`config.mk`:
```
export PLATFORM = sky130hd
export DESIGN_NAME = sram_sprite_fetcher
export DESIGN_NICKNAME = d
export VERILOG_FILES = /design/src/rtl/sram_sprite_fetcher.sv
export SDC_FILE = /design/constraint.sdc
export NUM_CORES = 1
export LEC_CHECK = 0
export ABC_CLOCK_PERIOD_IN_PS = 14600
export BUFFER_PORTS_ARGS = -buffer_cell sky130_fd_sc_hd__buf_2
export CORE_AREA = 10 10 169 171
export DETAILED_ROUTE_END_ITERATION = 8
export DIE_AREA = 0 0 179 181
export GPL_TIMING_DRIVEN = 0
export HOLD_SLACK_MARGIN = 0.15
export PLACE_DENSITY_LB_ADDON = 0.12
export SYNTH_ARGS = -nofsm -noshare
export SYNTH_HDL_FRONTEND = slang
export SYNTH_SLANG_ARGS = --single-unit
```
`constraint.sdc`:
```
create_clock -name i_clk -period 14.6 [get_ports i_clk]
set_clock_uncertainty 0.05 [all_clocks]
set_input_delay 2.92 -clock i_clk [delete_from_list [all_inputs] [get_ports i_clk]]
set_output_delay 2.92 -clock i_clk [all_outputs]
set_load 0.05 [all_outputs]
```
`src/rtl/sram_sprite_fetcher.sv`:
```
// SRAM image-region reader. Accepts a span command over a packed,
// row-major image, fetches one SRAM word at a time and streams the
// unpacked pixels out with valid/ready flow control. It supports
// horizontal mirroring and flags pixels equal to the transparency key.
module sram_sprite_fetcher #(
  parameter int SRAM_ADDR_W = 20,
  parameter int SRAM_DATA_W = 16,
  parameter int PIXEL_W     = 4,
  parameter int IMG_W_W     = 11,
  parameter int IMG_V_W     = 10,
  parameter int READ_LAT    = 1,
  parameter int TRANS_KEY   = 0
) (
  input  logic                   i_clk,
  input  logic                   i_rst_n,
  input  logic                   i_cmd_valid,
  output logic                   o_cmd_ready,
  input  logic [SRAM_ADDR_W-1:0] i_cmd_base,
  input  logic [IMG_W_W-1:0]     i_cmd_img_w,
  input  logic [IMG_V_W-1:0]     i_cmd_y,
  input  logic [IMG_W_W-1:0]     i_cmd_x0,
  input  logic [IMG_W_W-1:0]     i_cmd_len,
  input  logic                   i_cmd_mirror,
  output logic                   o_sram_req,
  output logic [SRAM_ADDR_W-1:0] o_sram_addr,
  input  logic                   i_sram_gnt,
  input  logic [SRAM_DATA_W-1:0] i_sram_rdata,
  output logic                   o_pix_valid,
  input  logic                   i_pix_ready,
  output logic [PIXEL_W-1:0]     o_pix_data,
  output logic                   o_pix_transp,
  output logic                   o_pix_last,
  output logic                   o_done
);

  // Pixels per word and the index width that never truncates y*img_w + col.
  localparam int PPW   = SRAM_DATA_W / PIXEL_W;
  localparam int SUB_W = $clog2(PPW);
  localparam int IDX_W = IMG_V_W + IMG_W_W + 1;
  localparam int COL_W = IMG_W_W + 1;
  localparam int LAT_W = 2;

  typedef enum logic [2:0] {
    S_IDLE,
    S_CALC,
    S_REQ,
    S_WAIT,
    S_EMIT
  } state_t;

  state_t                  r_state;
  state_t                  w_next;

  // Latched command fields.
  logic [SRAM_ADDR_W-1:0]  r_base;
  logic [IMG_W_W-1:0]      r_img_w;
  logic [IMG_V_W-1:0]      r_y;
  logic [IMG_W_W-1:0]      r_x0;
  logic                    r_mirror;

  // Walk state: pixels still to emit, current word address, pixel slot.
  logic [IMG_W_W-1:0]      r_remain;
  logic [SRAM_ADDR_W-1:0]  r_addr;
  logic [SUB_W-1:0]        r_sub;
  logic [SRAM_DATA_W-1:0]  r_word;
  logic [LAT_W-1:0]        r_lat_cnt;
  logic                    r_done;

  logic                    w_cmd_fire;
  logic                    w_pix_fire;
  logic                    w_last;
  logic                    w_cross;
  logic                    w_lat_hit;
  logic [COL_W-1:0]        w_col;
  logic [IDX_W-1:0]        w_idx;
  logic [SRAM_ADDR_W-1:0]  w_word_addr;
  logic [PIXEL_W-1:0]      w_pix;

  assign w_cmd_fire = i_cmd_valid && (r_state == S_IDLE);
  assign w_pix_fire = (r_state == S_EMIT) && i_pix_ready;
  assign w_last     = (r_remain == IMG_W_W'(1));
  assign w_lat_hit  = (r_lat_cnt == '0);
  // The word is exhausted once the slot about to leave is the edge slot.
  assign w_cross    = r_mirror ? (r_sub == '0) : (r_sub == SUB_W'(PPW - 1));

  // Starting column: leftmost for a normal span, rightmost when mirrored.
  assign w_col = r_mirror ? (COL_W'(r_x0) + COL_W'(r_remain) - COL_W'(1))
                          : COL_W'(r_x0);

  // Linear pixel index at full width, then word address with wrap-around.
  assign w_idx       = IDX_W'(r_y) * IDX_W'(r_img_w) + IDX_W'(w_col);
  assign w_word_addr = r_base + SRAM_ADDR_W'(w_idx >> SUB_W);

  // Select the current pixel; slot 0 sits in the most significant bits.
  always_comb begin
    // NOTE: a default before the loop keeps this purely combinational; any
    // path that left w_pix unassigned would infer a latch.
    w_pix = '0;
    for (int k = 0; k < PPW; k++) begin
      if (r_sub == SUB_W'(k)) begin
        w_pix = r_word[SRAM_DATA_W-1-k*PIXEL_W -: PIXEL_W];
      end
    end
  end

  // State register.
  always_ff @(posedge i_clk) begin
    // NOTE: sequential state uses non-blocking assignments so every flop
    // samples values from before the edge, independent of block order.
    if (!i_rst_n) begin
      r_state <= S_IDLE;
    end else begin
      r_state <= w_next;
    end
  end

  // Next-state logic.
  always_comb begin
    w_next = r_state;
    unique case (r_state)
      S_IDLE: begin
        if (w_cmd_fire && (i_cmd_len != '0)) begin
          w_next = S_CALC;
        end
      end
      S_CALC: w_next = S_REQ;
      S_REQ: begin
        if (i_sram_gnt) begin
          w_next = S_WAIT;
        end
      end
      S_WAIT: begin
        if (w_lat_hit) begin
          w_next = S_EMIT;
        end
      end
      S_EMIT: begin
        if (w_pix_fire) begin
          if (w_last) begin
            w_next = S_IDLE;
          end else if (w_cross) begin
            w_next = S_REQ;
          end
        end
      end
      default: w_next = S_IDLE;
    endcase
  end

  // Output decode; pixel outputs read as zero whenever nothing is valid.
  always_comb begin
    o_cmd_ready  = (r_state == S_IDLE);
    o_sram_req   = (r_state == S_REQ);
    o_pix_valid  = (r_state == S_EMIT);
    o_pix_data   = '0;
    o_pix_transp = 1'b0;
    o_pix_last   = 1'b0;
    if (r_state == S_EMIT) begin
      o_pix_data   = w_pix;
      o_pix_transp = (w_pix == PIXEL_W'(TRANS_KEY));
      o_pix_last   = w_last;
    end
  end

  assign o_sram_addr = r_addr;
  assign o_done      = r_done;

  // Command capture, address/slot walk, read-latency count and word buffer.
  always_ff @(posedge i_clk) begin
    if (!i_rst_n) begin
      r_base    <= '0;
      r_img_w   <= '0;
      r_y       <= '0;
      r_x0      <= '0;
      r_mirror  <= 1'b0;
      r_remain  <= '0;
      r_addr    <= '0;
      r_sub     <= '0;
      r_word    <= '0;
      r_lat_cnt <= '0;
    end else begin
      if (w_cmd_fire) begin
        r_base   <= i_cmd_base;
        r_img_w  <= i_cmd_img_w;
        r_y      <= i_cmd_y;
        r_x0     <= i_cmd_x0;
        r_mirror <= i_cmd_mirror;
        r_remain <= i_cmd_len;
      end

      if (r_state == S_CALC) begin
        r_addr <= w_word_addr;
        r_sub  <= w_idx[SUB_W-1:0];
      end

      // Count from the grant cycle so capture lands exactly READ_LAT later.
      if ((r_state == S_REQ) && i_sram_gnt) begin
        r_lat_cnt <= LAT_W'(READ_LAT - 1);
      end else if ((r_state == S_WAIT) && !w_lat_hit) begin
        r_lat_cnt <= r_lat_cnt - LAT_W'(1);
      end

      if ((r_state == S_WAIT) && w_lat_hit) begin
        r_word <= i_sram_rdata;
      end

      if (w_pix_fire) begin
        r_remain <= r_remain - IMG_W_W'(1);
        r_sub    <= r_mirror ? (r_sub - SUB_W'(1)) : (r_sub + SUB_W'(1));
        if (w_cross && !w_last) begin
          r_addr <= r_mirror ? (r_addr - SRAM_ADDR_W'(1))
                             : (r_addr + SRAM_ADDR_W'(1));
        end
      end
    end
  end

  // Completion pulse: after an empty command or the final pixel handshake.
  always_ff @(posedge i_clk) begin
    if (!i_rst_n) begin
      r_done <= 1'b0;
    end else begin
      r_done <= (w_cmd_fire && (i_cmd_len == '0)) || (w_pix_fire && w_last);
    end
  end

endmodule

```
==> summary.txt <==
Run status
  • Status: finished clean

Die
  • Initial core utilization: 44.85%
  • Die height: roughly 180 um
  • Number of top-level pins: 115
  • Row count: 58
  • Width of the die: 179 um
  • Core ar.: around 0.025 sq mm
  • Die Footprint: 0.03240 sq mm

Synthesis
  • FF+latch count, synth: 108
  • Synthesized area per cell: ~7.7 sq um
  • Post-synth top area share: 19.26%
  • Yosys top cell by area: dfxtp_1
  • Synth cell count leaders: nand2_1 (277), inv_1 (187), a21oi_1 (152), ha_1 (130), dfxtp_1 (108)
  • Distinct cell type count after synthesis: 72
  • Synth area leaders: dfxtp_1 (19%), fa_1 (15%), ha_1 (14%)
  • Syn nets: 1761
  • Number of synthesis warnings: 0
  • Synth async-reset ratio: 0%
  • Area of the mapped netlist: between 0.01 and 0.015 sq mm
  • EDFF count, synth: 0
  • Count leader, synth: nand2_1
  • Ys flop type: dfxtp_1
  • Seq/Total Area, Yosys: around a fifth
  • Cells after synthesis: 1460

Setup path
  • R2R cell count: 32
  • Crit path max fanout: 5
  • Worst path slowest cell: fa_1
  • CP Launch Point: r_remain[1]
  • Slowest Stage Delay on Critical Path: ~0.55 ns
  • Worst Path Required: around 15 ns
  • CP Class: flip-flop to flip-flop
  • R2R Setup Slk: ~6.5 ns
  • Arr. time, crit path: 8.34 ns
  • FF-to-FF Start: r_remain[1]
  • Critical path startpoint category: flip-flop
  • FF-to-FF End: o_sram_addr[19]
  • Most frequent CP cell: inv_1
  • CP endpoint kind: flip-flop

Routing
  • Routed wire length on met2: 14.65 mm
  • WL met1: about 15 mm
  • WL final: about 32 mm
  • Drt wl/cell: ~16 um
  • DR iter-0 viols: 584
  • DR vias/cell: 5.217
  • Met3 wire length: roughly 1.3 mm
  • Max layer used: met5
  • Vias: ~10000
  • DRC viols: 0
  • Post-route ant nets: 0
  • TritonRoute pass-1 iters: 5

Clock tree
  • Setup bufs post-CTS: 0
  • Worst-Skew Late Latency: 0.38 ns
  • Worst-case clock buffer depth: 2
  • Post-CTS Hold Buffers: 0
  • Post-CTS Resized: 0
  • H-tree levels: 3
  • Num CTS Buffers: 9
  • Clk root buf: clkbuf_16
  • TritonCTS clock tree: done
  • Clock slew at reported path FFs: 0.09 ns
  • Clock sink total: ~110

Timing
  • Setup-failing EPs final: 0
  • Clock period minus worst slack: 8.105 ns
  • Unrepaired setup endpoints after global routing: false
  • Max Freq: around 120 MHz
  • Fin. Hold Viols: 0
  • Aggregate negative setup slack: 0 ns
  • Worst-Margin Slew: 0.9218 ns
  • Max-slew headroom: between 30% and 40%
  • Fin crit share: between 50% and 60%
  • Final hold slack: around 0.4 ns
  • Fin. max-slew vios: 0

Cells and area
  • Area grow syn2layout: 11.49%
  • Nets: 1885
  • Fin area: 0.01252 sq mm
  • # fillers: 2568
  • Ant diodes: 0
  • Register area: 0.002162 sq mm
  • Share of cells above drive strength 1: 9.314%
  • Final core utilization: 50.00%
  • Multi-input combinational cell area: 0.008104 sq mm

Place
  • DP Wirelength: 25.83 mm
  • Port bufs: 113
  • Routability cong.: 0.8762
  • Area post-placement: 0.01221 sq mm

Global routing
  • GRT overflow: 0
  • Global-route usage over all layers: just under 20%
  • Vias in the first global route: 10060
  • Global-route wire length before repair: slightly above 50 mm
  • Initial antenna violation count: 1
  • Largest net degree at the start of global routing: 23

Power and ir drop
  • Int Power: 0.5889 mW
  • P_sw: 0.4153 mW
  • Clock network fraction of design power: 26.7%
  • Sw Ratio: roughly two fifths
  • Pwr/cell area: 80.21 mW/mm^2
  • VDD IR max: approximately 0.052 mV
  • Part of the power in registers: about 33%
  • Combinational power share: 39.9%
  • Leak: approximately 5.9 nW

Hold path
  • Hold depth: 2
  • Hold path startpoint: r_word[10]
  • Hold endpoint: r_word[10]
  • Worst min path class: flip-flop to flip-flop

Flow run
  • Max cap viols: 0
-- kinds of logic after synthesis --
logic type	Yosys count	synth area share (%)
AOI/OAI and AO/OA	313	17.62
xor gates and xnor gates	49	3.822
adders and majority gates	216	29.82
buffers and inverters	255	8.569
DFF	108	19.26
muxes	7	0.6352
and+or+nand+nor	512	20.28
-- worst max-delay path: cells and delay by family, from the launching register on --
family | cells | cell delay, ns
compound gates | 14 | 3.12
simple gates | 1 | 0.43
buf+inv | 5 | 0.30
xor+xnor | 3 | 0.60
flops | 1 | 0.34
mux | 1 | 0.12
fa+ha+maj | 8 | 3.01
-- through the flow --
stage	total power [mW]	cells	setup slack, ns
3_5_place_dp	0.7391	1903	6.618
2_1_floorplan	0.6309	1460	7.352
4_1_cts	1.011	1919	6.532
5_1_grt	1.073	1919	6.019
3_3_place_gp	0.7356	1903	6.620
6_report	1.004	1919	6.495
-- cell type report --
| class | instances | share of cell area [%] |
|---|---|---|
| well taps | 330 | 3.298 |
| inverters | 188 | 5.637 |
| repair buffers | 113 | 4.518 |
| clock inverters | 7 | 0.6897 |
| flip-flops and latches | 108 | 17.27 |
| clock buffers | 9 | 1.799 |
| plain buffers | 67 | 2.049 |
| multi-input cells | 1097 | 64.74 |
-- how the worst max path moves through the flow --
stage,endpoint,slack [ns],cells past startpoint
5_1_grt,o_sram_addr[19],6.02,35
3_5_place_dp,o_sram_addr[19],6.62,32
3_3_place_gp,o_sram_addr[19],6.62,32
2_1_floorplan,o_sram_addr[19],7.35,32
4_1_cts,o_sram_addr[19],6.53,32
6_report,o_sram_addr[19],6.49,32
-- layout by cell type (no fill, tap or decap), types with 4 or more instances in the layout --
master     count
o21bai_1      11
nand2b_1      10
o21a_1         8
xnor2_1       32
nand2_1      277
and2_1        50
buf_2        117
dfxtp_1      108
nand3_1       27
a21o_1        20
nor2_1        83
inv_1        187
a31oi_1        6
nand4_1        5
clkbuf_1      61
fa_1          86
o211a_1        4
nor3_1        28
and3_1         7
nor2b_1        4
o21ai_0       45
xor2_1        17
a211oi_1      18
o211ai_1       6
clkbuf_16      9
a21oi_1      152
a221oi_1       6
mux2i_1        6
ha_1         130
nor4_1         6
-- sequential cells by signal, summed over array words and instances (netlist names) --
register and flops:
r_sub 2, r_remain 11, o_done 1, r_mirror 1, r_y 10, r_x0 11
r_word 16, o_sram_addr 20, r_img_w 11, r_state 3, r_lat_cnt 2, r_base 20
-- power by group through the flow --
stage	clock network (mW)	logic, mW	registers [mW]
final	0.268	0.401	0.335
after global routing	0.282	0.453	0.338
after CTS	0.273	0.403	0.335
after detailed placement	0	0.397	0.342
after global placement	0	0.394	0.341
after floorplan	0	0.279	0.352
-- layer usage --
layer	vias to the layer above	GRT usage, %
met3	34	3.357
met1	4710	25.80
li1	5064	-
met5	-	0
met4	2	5.326
met2	202	31.84
Power figures use the tool's default switching activity.
